**src/rtl/gray_pkg.sv**
```systemverilog
// Shared gray-code helpers and limits for the gray counter family.
package gray_pkg;

  localparam int GRAY_MAX_WIDTH = 32;

  // Per-edge action chosen by the counter after priority resolution.
  typedef enum logic [1:0] {
    OP_HOLD = 2'd0,
    OP_LOAD = 2'd1,
    OP_STEP = 2'd2
  } op_e;

  function automatic logic [GRAY_MAX_WIDTH-1:0] bin2gray(input logic [GRAY_MAX_WIDTH-1:0] b);
    return b ^ (b >> 1);
  endfunction

  // Narrower codes zero-extend cleanly: each binary bit is the XOR of all gray bits at or above it.
  function automatic logic [GRAY_MAX_WIDTH-1:0] gray2bin(input logic [GRAY_MAX_WIDTH-1:0] g);
    logic [GRAY_MAX_WIDTH-1:0] b;
    b[GRAY_MAX_WIDTH-1] = g[GRAY_MAX_WIDTH-1];
    for (int i = GRAY_MAX_WIDTH - 2; i >= 0; i--) begin
      b[i] = b[i+1] ^ g[i];
    end
    return b;
  endfunction

endpackage

```
**src/rtl/gray2bin_n.sv**
```systemverilog
// Combinational WIDTH-bit gray-to-binary converter used on the counter load path.
module gray2bin_n #(
  parameter int WIDTH = 4
) (
  input  logic [WIDTH-1:0] gray,
  output logic [WIDTH-1:0] bin
);

  // Reduction per bit keeps the logic flat instead of a rippling chain.
  generate
    for (genvar gi = 0; gi < WIDTH; gi++) begin : g_bit
      assign bin[gi] = ^gray[WIDTH-1:gi];
    end
  endgenerate

endmodule

```
**src/rtl/gray_updown_counter.sv**
```systemverilog
// WIDTH-bit up/down counter with registered binary and gray outputs, gray-coded load and wrap pulse.
// Define GRAY_CNT_SAT_EN to saturate at the terminal count instead of wrapping (adds the sat output).
module gray_updown_counter
  import gray_pkg::*;
#(
  parameter int          WIDTH   = 4,
  parameter int unsigned RST_VAL = 0
) (
  input  logic             clk,
  input  logic             rst,
  input  logic             en,
  input  logic             up,
  input  logic             load,
  input  logic [WIDTH-1:0] load_gray,
  output logic [WIDTH-1:0] bin_q,
  output logic [WIDTH-1:0] gray_q,
  output logic             tc,
  output logic             wrap
`ifdef GRAY_CNT_SAT_EN
  ,
  output logic             sat
`endif
);

  localparam logic [WIDTH-1:0] RST_BIN  = WIDTH'(RST_VAL);
  localparam logic [WIDTH-1:0] RST_GRAY = RST_BIN ^ (RST_BIN >> 1);

  logic [WIDTH-1:0] bin_q_reg, bin_next;
  logic [WIDTH-1:0] gray_q_reg, gray_next;
  logic             wrap_reg, wrap_next;
  logic             sat_reg, sat_next;
  logic [WIDTH-1:0] load_bin;
  logic [WIDTH-1:0] bin_step;
  op_e              op;

  gray2bin_n #(
    .WIDTH(WIDTH)
  ) u_load_conv (
    .gray(load_gray),
    .bin (load_bin)
  );

  always_comb begin
    op = OP_HOLD;
    if (load) begin
      op = OP_LOAD;
    end else if (en) begin
      op = OP_STEP;
    end
  end

  assign tc       = up ? (&bin_q_reg) : ~(|bin_q_reg);
  assign bin_step = up ? (bin_q_reg + WIDTH'(1)) : (bin_q_reg - WIDTH'(1));

  always_comb begin
    bin_next  = bin_q_reg;
    gray_next = gray_q_reg;
    wrap_next = 1'b0;
    sat_next  = 1'b0;
    case (op)
      OP_LOAD: begin
        bin_next  = load_bin;
        gray_next = load_gray;
      end
      OP_STEP: begin
`ifdef GRAY_CNT_SAT_EN
        // A step at the terminal count is blocked and reported instead of wrapping.
        if (tc) begin
          sat_next = 1'b1;
        end else begin
          bin_next  = bin_step;
          gray_next = bin_step ^ (bin_step >> 1);
        end
`else
        bin_next  = bin_step;
        gray_next = bin_step ^ (bin_step >> 1);
        wrap_next = tc;
`endif
      end
      default: ;
    endcase
  end

  always_ff @(posedge clk or posedge rst) begin
    if (rst) begin
      bin_q_reg  <= RST_BIN;
      gray_q_reg <= RST_GRAY;
      wrap_reg   <= 1'b0;
      sat_reg    <= 1'b0;
    end else begin
      bin_q_reg  <= bin_next;
      gray_q_reg <= gray_next;
      wrap_reg   <= wrap_next;
      sat_reg    <= sat_next;
    end
  end

  assign bin_q  = bin_q_reg;
  assign gray_q = gray_q_reg;
`ifdef GRAY_CNT_SAT_EN
  assign wrap = 1'b0;
  assign sat  = sat_reg;
  logic unused_wrap;
  assign unused_wrap = wrap_reg;
`else
  assign wrap = wrap_reg;
  logic unused_sat;
  assign unused_sat = sat_reg;
`endif

endmodule

```
**config.mk**
```make
export PLATFORM = sky130hd
export DESIGN_NAME = gray_updown_counter
export DESIGN_NICKNAME = d
export VERILOG_FILES = /design/src/rtl/gray_pkg.sv /design/src/rtl/gray2bin_n.sv /design/src/rtl/gray_updown_counter.sv
export SDC_FILE = /design/constraint.sdc
export NUM_CORES = 1
export LEC_CHECK = 0
export CAP_MARGIN = 20
export CORE_AREA = 2 2 39 41
export CTS_CLUSTER_DIAMETER = 40
export DETAILED_ROUTE_END_ITERATION = 8
export DIE_AREA = 0 0 41 43
export PLACE_DENSITY_LB_ADDON = 0.05
export SLEW_MARGIN = 20
export SYNTH_ARGS = -nofsm -noshare
export SYNTH_HDL_FRONTEND = slang
export SYNTH_SLANG_ARGS = --single-unit
```
**constraint.sdc**
```tcl
create_clock -name clk -period 3.85 [get_ports clk]
set_input_delay 0.5775 -clock clk [delete_from_list [all_inputs] [get_ports clk]]
set_output_delay 0.5775 -clock clk [all_outputs]
set_load 0.02 [all_outputs]
```
==> results of run 1 <==
-- tightest hold or removal path: stages, from the launching register on --
cell and delay (ns):
dfrtp_1 0.34, a22oi_1 0.07, nand3_1 0.09
-- synth_stat cells --
cell,instances
dfrtp_1,8
o21ai_0,6
nand2_1,5
a21oi_1,4
nor2_1,4
xnor2_1,4
xor2_1,4
inv_1,3
ha_1,2
mux2i_1,2
nand3_1,2
nand4b_1,2
a2111o_1,1
a211o_2,1
a21o_1,1
a22oi_1,1
and3_4,1
buf_4,1
clkbuf_1,1
clkbuf_2,1
clkbuf_8,1
fa_1,1
nand2b_1,1
nand4_1,1
nor2b_1,1
nor3b_1,1
nor4_1,1
or3_4,1
-- per-layer routing --
metal  GRT usage  part of all wire  vias to the layer above
met5           0                 0                        -
met4      0.0800            0.0075                        0
met3      0.0471             0.030                        2
met2       0.222              0.47                       13
met1       0.239              0.49                      224
li1            -                 -                      252
-- cell families (layout without fill, tap and decap cells) --
group           Yosys count  count (layout)
compound gates           14              14
xor+xnor                  8               8
buf+inv                   7              24
mux                       2               2
simple gates             20              20
flops                     8               8
fa+ha+maj                 3               3
-- where the power goes --
part           internal [mW]  leakage, nW  switching [mW]
logic                 0.0968        0.213          0.0955
registers              0.102       0.0977          0.0228
clock network         0.0356       0.0138          0.0276
-- layout make-up --
class | instances | area (µm²)
sequential | 8 | 200
timing repair buffer | 18 | 180
inverter | 3 | 11.3
tap | 16 | 20.0
clock buffer | 3 | 22.5
fill | 133 | 612
multi-input combinational | 47 | 338
-- how the worst max path moves through the flow --
stage,depth (start not counted),start,end
after global routing,4,up,tc
after detailed placement,4,up,tc
final,4,up,tc
after floorplan,6,up,bin_q[3]
after global placement,4,up,tc
after CTS,4,up,tc
-- layout by cell type (no fill, tap or decap), types with 2 or more instances in the layout --
cell type / Yosys / layout
ha_1: 2 / 2
dfrtp_1: 8 / 8
a21oi_1: 4 / 4
inv_1: 3 / 3
nand4b_1: 2 / 2
xnor2_1: 4 / 4
nor2_1: 4 / 4
nand3_1: 2 / 2
nand2_1: 5 / 5
clkdlybuf4s50_1: 0 / 18
xor2_1: 4 / 4
o21ai_0: 6 / 6
mux2i_1: 2 / 2
clkbuf_4: 0 / 3
==> results by group, run 1 <==
Timing
  – Fin. max-slew vios: 0
  – Final WS setup: 1.14 ns
  – Slew margin rel.: 0.666
  – RSZ-0062 raised after global routing: no
  – Final hold violation count: 0
  – Fmax: 369 MHz
  – Period utilization: 0.703
  – Worst clock skew: 0.00589 ns
  – Setup-failing EPs final: 0
  – Setup TNS: 0 ns
  – Tmin final: approximately 2.7 ns
  – WHS: between 0.5 and 0.6 ns
  – Slew @ Worst Pin: roughly 0.5 ns

Pwr
  – VDD IR max: approximately 250 µV
  – Pwr/cell area: 492 nW/µm²
  – Leakage: around 0.32 nW
  – Total power: 380 µW

CTS
  – Root buf cell: clkbuf_4
  – Clock Path Buffers: 2
  – CTS tree: yes
  – PostCTS Resize Cnt: 0
  – H-Tree Depth: 1
  – Num CTS Buffers: 3
  – Num Clock Sinks: 8
  – Clk pin slew, worst setup/hold paths: 0.05 ns
  – Clk Latency, worst-skew pair: 0.25 ns
  – Post-CTS Setup Bufs: 0
  – Hold Buf Count CTS: 0

Placement
  – Pre-CTS setup slack: between 1 and 1.5 ns
  – Port buffer count: 18
  – Area after DPL: 749 µm²
  – GP Congestion: 0.755
  – DP Cell Count: 92
  – Final HPWL DP: 914 µm

Worst setup path
  – WP data required: 3.27 ns
  – Setup slack, reg-to-reg: 1.96 ns
  – Slowest Stage Delay on Critical Path: 0.66 ns
  – Worst r2r src: bin_q[0]
  – Crit. End Element: output port
  – Critical Path AT: 2.13 ns
  – CP max-delay cell: clkdlybuf4s50_1
  – Largest delay share family, worst path: buffers and inverters
  – Reg-to-Reg End: gray_q[2]
  – Cell depth of the worst flop-to-flop path: 5
  – Most frequent CP cell: clkdlybuf4s50_1
  – Crit path buffers/inverters: 3
  – Critical path cell sequence: clkdlybuf4s50_1, inv_1, o21ai_0, clkdlybuf4s50_1
  – CP Launch Type: input port
  – Crit path kind: input port to output port
  – Crit-path max FO: 5

Synth
  – Yosys top cell by area: dfrtp_1
  – Synth area leaders: dfrtp_1 (35%), xnor2_1 (6.0%), xor2_1 (6.0%), o21ai_0 (5.2%), ha_1 (4.3%)
  – Avg Inst Size Synth: just over 9 µm²
  – Largest family of logic cells by synthesized area: simple AND/OR/NAND/NOR gates
  – Synthesized cell area: 579 µm²
  – Synthesized net count: 74
  – Synth Instances: 62
  – Compound-cell area share of the yosys netlist: 0.149
  – YS warnings: 0
  – Post-synthesis xor/xnor area fraction: 0.121
  – Share of the synthesized area in the top cell type: 0.346
  – Unique masters post-synth: 28
  – Post-synthesis mux area share: 0.0346
  – Synth Register Bits: 8
  – Post-synthesis simple-gate area fraction: 0.201
  – Seq/Total Area, Yosys: 0.346
  – Adder-cell share of the synthesized area: 0.0778

Floorplan
  – DIE AREA: 1760 µm²
  – Initial core utilization: 0.419
  – Core area: 1380 µm²
  – # rows: 14
  – Die height: 43 µm
  – Die width: 41 µm
  – Ports: 19

Layout
  – P&R area growth vs syn: 33.3%
  – Final nets: slightly above 90
  – Final Util: 0.558
  – Antenna Cells: 0
  – Post-Layout Inst Area: ~770 µm²
  – Largest register FFs: 4
  – Fraction of layout cells with a size suffix above 1: 0.0759
  – Final Non-Filler Cells: 95

Global routing
  – First-pass GRT wire length: 1.95 mm
  – Largest net degree at the start of global routing: 18
  – Antenna violations before repair: 0
  – Grt ovf: 0
  – Number of global-route vias before repair: 429
  – Total GRT Usage: 0.166

Drt
  – Pre-antenna DRT Iters: 5
  – ANT nets after route: 0
  – DRC Markers: 0
  – DR vias: 491
  – Drt initial violations: 4
  – DR vias/cell: around 5.2
  – Routed wire per std cell: around 13 µm
  – Post-Route WL: 1.20 mm

Min path
  – Cell count of the worst hold path: 2
  – Hold crit path type: flip-flop to flip-flop
  – Worst Hold Path EP: gray_q[2]
  – Hold Startpoint: gray_q[2]

Status
  – Status: completed

Run
  – Max-cap viol count: 0
(Power assumes the default switching activity.)
==> run 2, diff against run 1 <==
CORE_AREA = default   (was 2 2 39 41)
CORE_UTILIZATION = 39   (was default)
DIE_AREA = default   (was 0 0 41 43)
clock period = 2.3 ns   (was 3.85 ns; I/O delays follow)
==> run 2 against run 1 <==
Clock power up 71%. Sequential power rose by 67%. Largest power group unchanged. Critical path depth increased by 3. Die area shrank 6.8%. Count of clock-buffer cells in the layout did not move. Design area is 4.5% higher. Sequential share of layout area decreased by 1.1 points.
==> results by group, run 2 (synthesis results as in run 1) <==
Status
  – Status: completed

Floorplan
  – Die height: 40.5 µm (-5.7%)
  – Die width: 40.5 µm (-1.1%)
  – Ports: 19 (unchanged)
  – DIE AREA: 1640 µm² (-6.8%)
  – Initial core utilization: 0.434 (+0.0157)
  – # rows: 13 (-1)
  – Core area: 1330 µm² (-3.6%)

CTS
  – Clk pin slew, worst setup/hold paths: 0.06 ns (about the same)
  – Clock Path Buffers: 2 (unchanged)
  – H-Tree Depth: 1 (unchanged)
  – Clk Latency, worst-skew pair: 0.26 ns (about the same)
  – Hold Buf Count CTS: 0 (unchanged)
  – Num Clock Sinks: 8 (unchanged)
  – Num CTS Buffers: 3 (unchanged)
  – CTS tree: yes
  – Root buf cell: clkbuf_4

Worst setup path
  – Cell depth of the worst flop-to-flop path: 5 (unchanged)
  – Setup slack, reg-to-reg: 0.43 ns (-1.53 ns)
  – Reg-to-Reg End: bin_q[3]
  – Largest delay share family, worst path: simple AND/OR/NAND/NOR gates
  – Critical Path AT: 2.27 ns (+0.14 ns)
  – Crit-path max FO: 4 (-1)
  – Slowest Stage Delay on Critical Path: 0.48 ns (-0.18 ns)
  – Critical path cell sequence: clkdlybuf4s50_1, inv_1, ha_1, and3_4, or3_4, a2111o_1, nand3_1
  – CP Launch Type: input port
  – Crit path buffers/inverters: 2 (-1)
  – WP data required: 2.50 ns (-0.77 ns)
  – Crit path kind: input port to flip-flop
  – Crit. End Element: flip-flop
  – CP max-delay cell: clkdlybuf4s50_1
  – Worst r2r src: bin_q[2]

Timing
  – Fin. max-slew vios: 0 (unchanged)
  – Fmax: approximately 480 MHz
  – Tmin final: 2.07 ns
  – Slew @ Worst Pin: 0.391 ns (-0.108 ns)
  – WHS: 0.331 ns (-0.206 ns)
  – Setup TNS: 0 ns (unchanged)
  – Setup-failing EPs final: 0 (unchanged)
  – Slew margin rel.: 0.737 (+0.0704)
  – RSZ-0062 raised after global routing: no
  – Period utilization: 0.901
  – Final hold violation count: 0 (unchanged)
  – Worst clock skew: 0.00939 ns (+0.00351 ns)

Drt
  – DR vias/cell: 5.18 (+0.26%)
  – Pre-antenna DRT Iters: 4 (-1)
  – Post-Route WL: 1.12 mm (-6.2%)
  – DRC Markers: 0 (unchanged)
  – Routed wire per std cell: 11.4 µm (-10%)
  – Drt initial violations: 19 (+15)
  – DR vias: 513 (+4.5%)
  – ANT nets after route: 0 (unchanged)

Layout
  – Most frequent cells in the layout: clkdlybuf4s50_1 (17), dfrtp_1 (8), o21ai_0 (6), nand2_1 (5), buf_4 (5)
  – Final Util: 0.605 (+0.0472)
  – Final Non-Filler Cells: 99 (+4.2%)
  – Antenna Cells: 0 (unchanged)
  – Most common cell after layout, fill and taps aside: clkdlybuf4s50_1
  – Final nets: 98 (+5.4%)
  – P&R area growth vs syn: 39.3%
  – Largest register FFs: 4 (unchanged)
  – Fraction of layout cells with a size suffix above 1: 0.131 (+0.0550)

Run
  – Max-cap viol count: 0 (unchanged)

Min path
  – Hold crit path type: input port to async pin

Placement
  – Port buffer count: 18 (unchanged)
  – DP Cell Count: 96 (+4.3%)
  – GP Congestion: 0.717 (-5.0%)
  – Final HPWL DP: 900 µm (-1.5%)

Global routing
  – Antenna violations before repair: 0 (unchanged)
  – First-pass GRT wire length: 1.93 mm (-1.4%)
  – Total GRT Usage: 0.187 (+0.0206)
  – Number of global-route vias before repair: 461 (+7.5%)
  – Largest net degree at the start of global routing: 11 (-7)
  – Grt ovf: 0 (unchanged)

Pwr
  – Pwr/cell area: 810 nW/µm² (+65%)
  – Total power: 654 µW (+72%)
  – Leakage: 0.353 nW (+8.8%)
  – VDD IR max: 392 µV (+57%)
run 2: changes by cell type in the layout (fill, tap and decap cells not counted):
cell,change
clkdlybuf4s50_1,-1
buf_4,+5
dlygate4sd2_1,+1
run 2: worst max-delay path by stage:
stage,end,cells past startpoint,from
after floorplan,bin_q[3],5,bin_q[2]
after global placement,bin_q[3],7,up
after detailed placement,bin_q[3],7,up
after CTS,bin_q[3],7,up
after global routing,bin_q[3],7,up
final,bin_q[3],7,up
run 2: power breakdown:
group	internal [mW]	total (mW)	switching, mW
sequential	0.170	0.207	0.0366
combinational	0.180	0.339	0.160
clock	0.0597	0.108	0.0481
total	0.410	0.654	0.244
run 2: final cells by class:
type	instances	area (µm²)
well taps	15	18.8
multi-input cells	47	338
flip-flops and latches	8	200
fillers	122	527
inverters	3	11.3
clock buffers	3	22.5
repair buffers	23	216
run 2: routing by layer:
metal	track usage	share of wire
met5	0	0
met4	0.0500	0
met3	0.100	0.070
met2	0.270	0.45
met1	0.240	0.48
run 2: through the flow:
step / cell area [µm²] / setup slack (ns)
after detailed placement: 786 / -0.0398
after floorplan: 579 / 0.407
after global placement: 786 / -0.00484
after CTS: 807 / 0.227
after global routing: 807 / 0.179
final: 807 / 0.228
run 2: what timing repair did:
action	4_1_cts	5_1_grt
resized for setup	1	0
endpoints found under the setup margin	1	0
buffers inserted	0	0
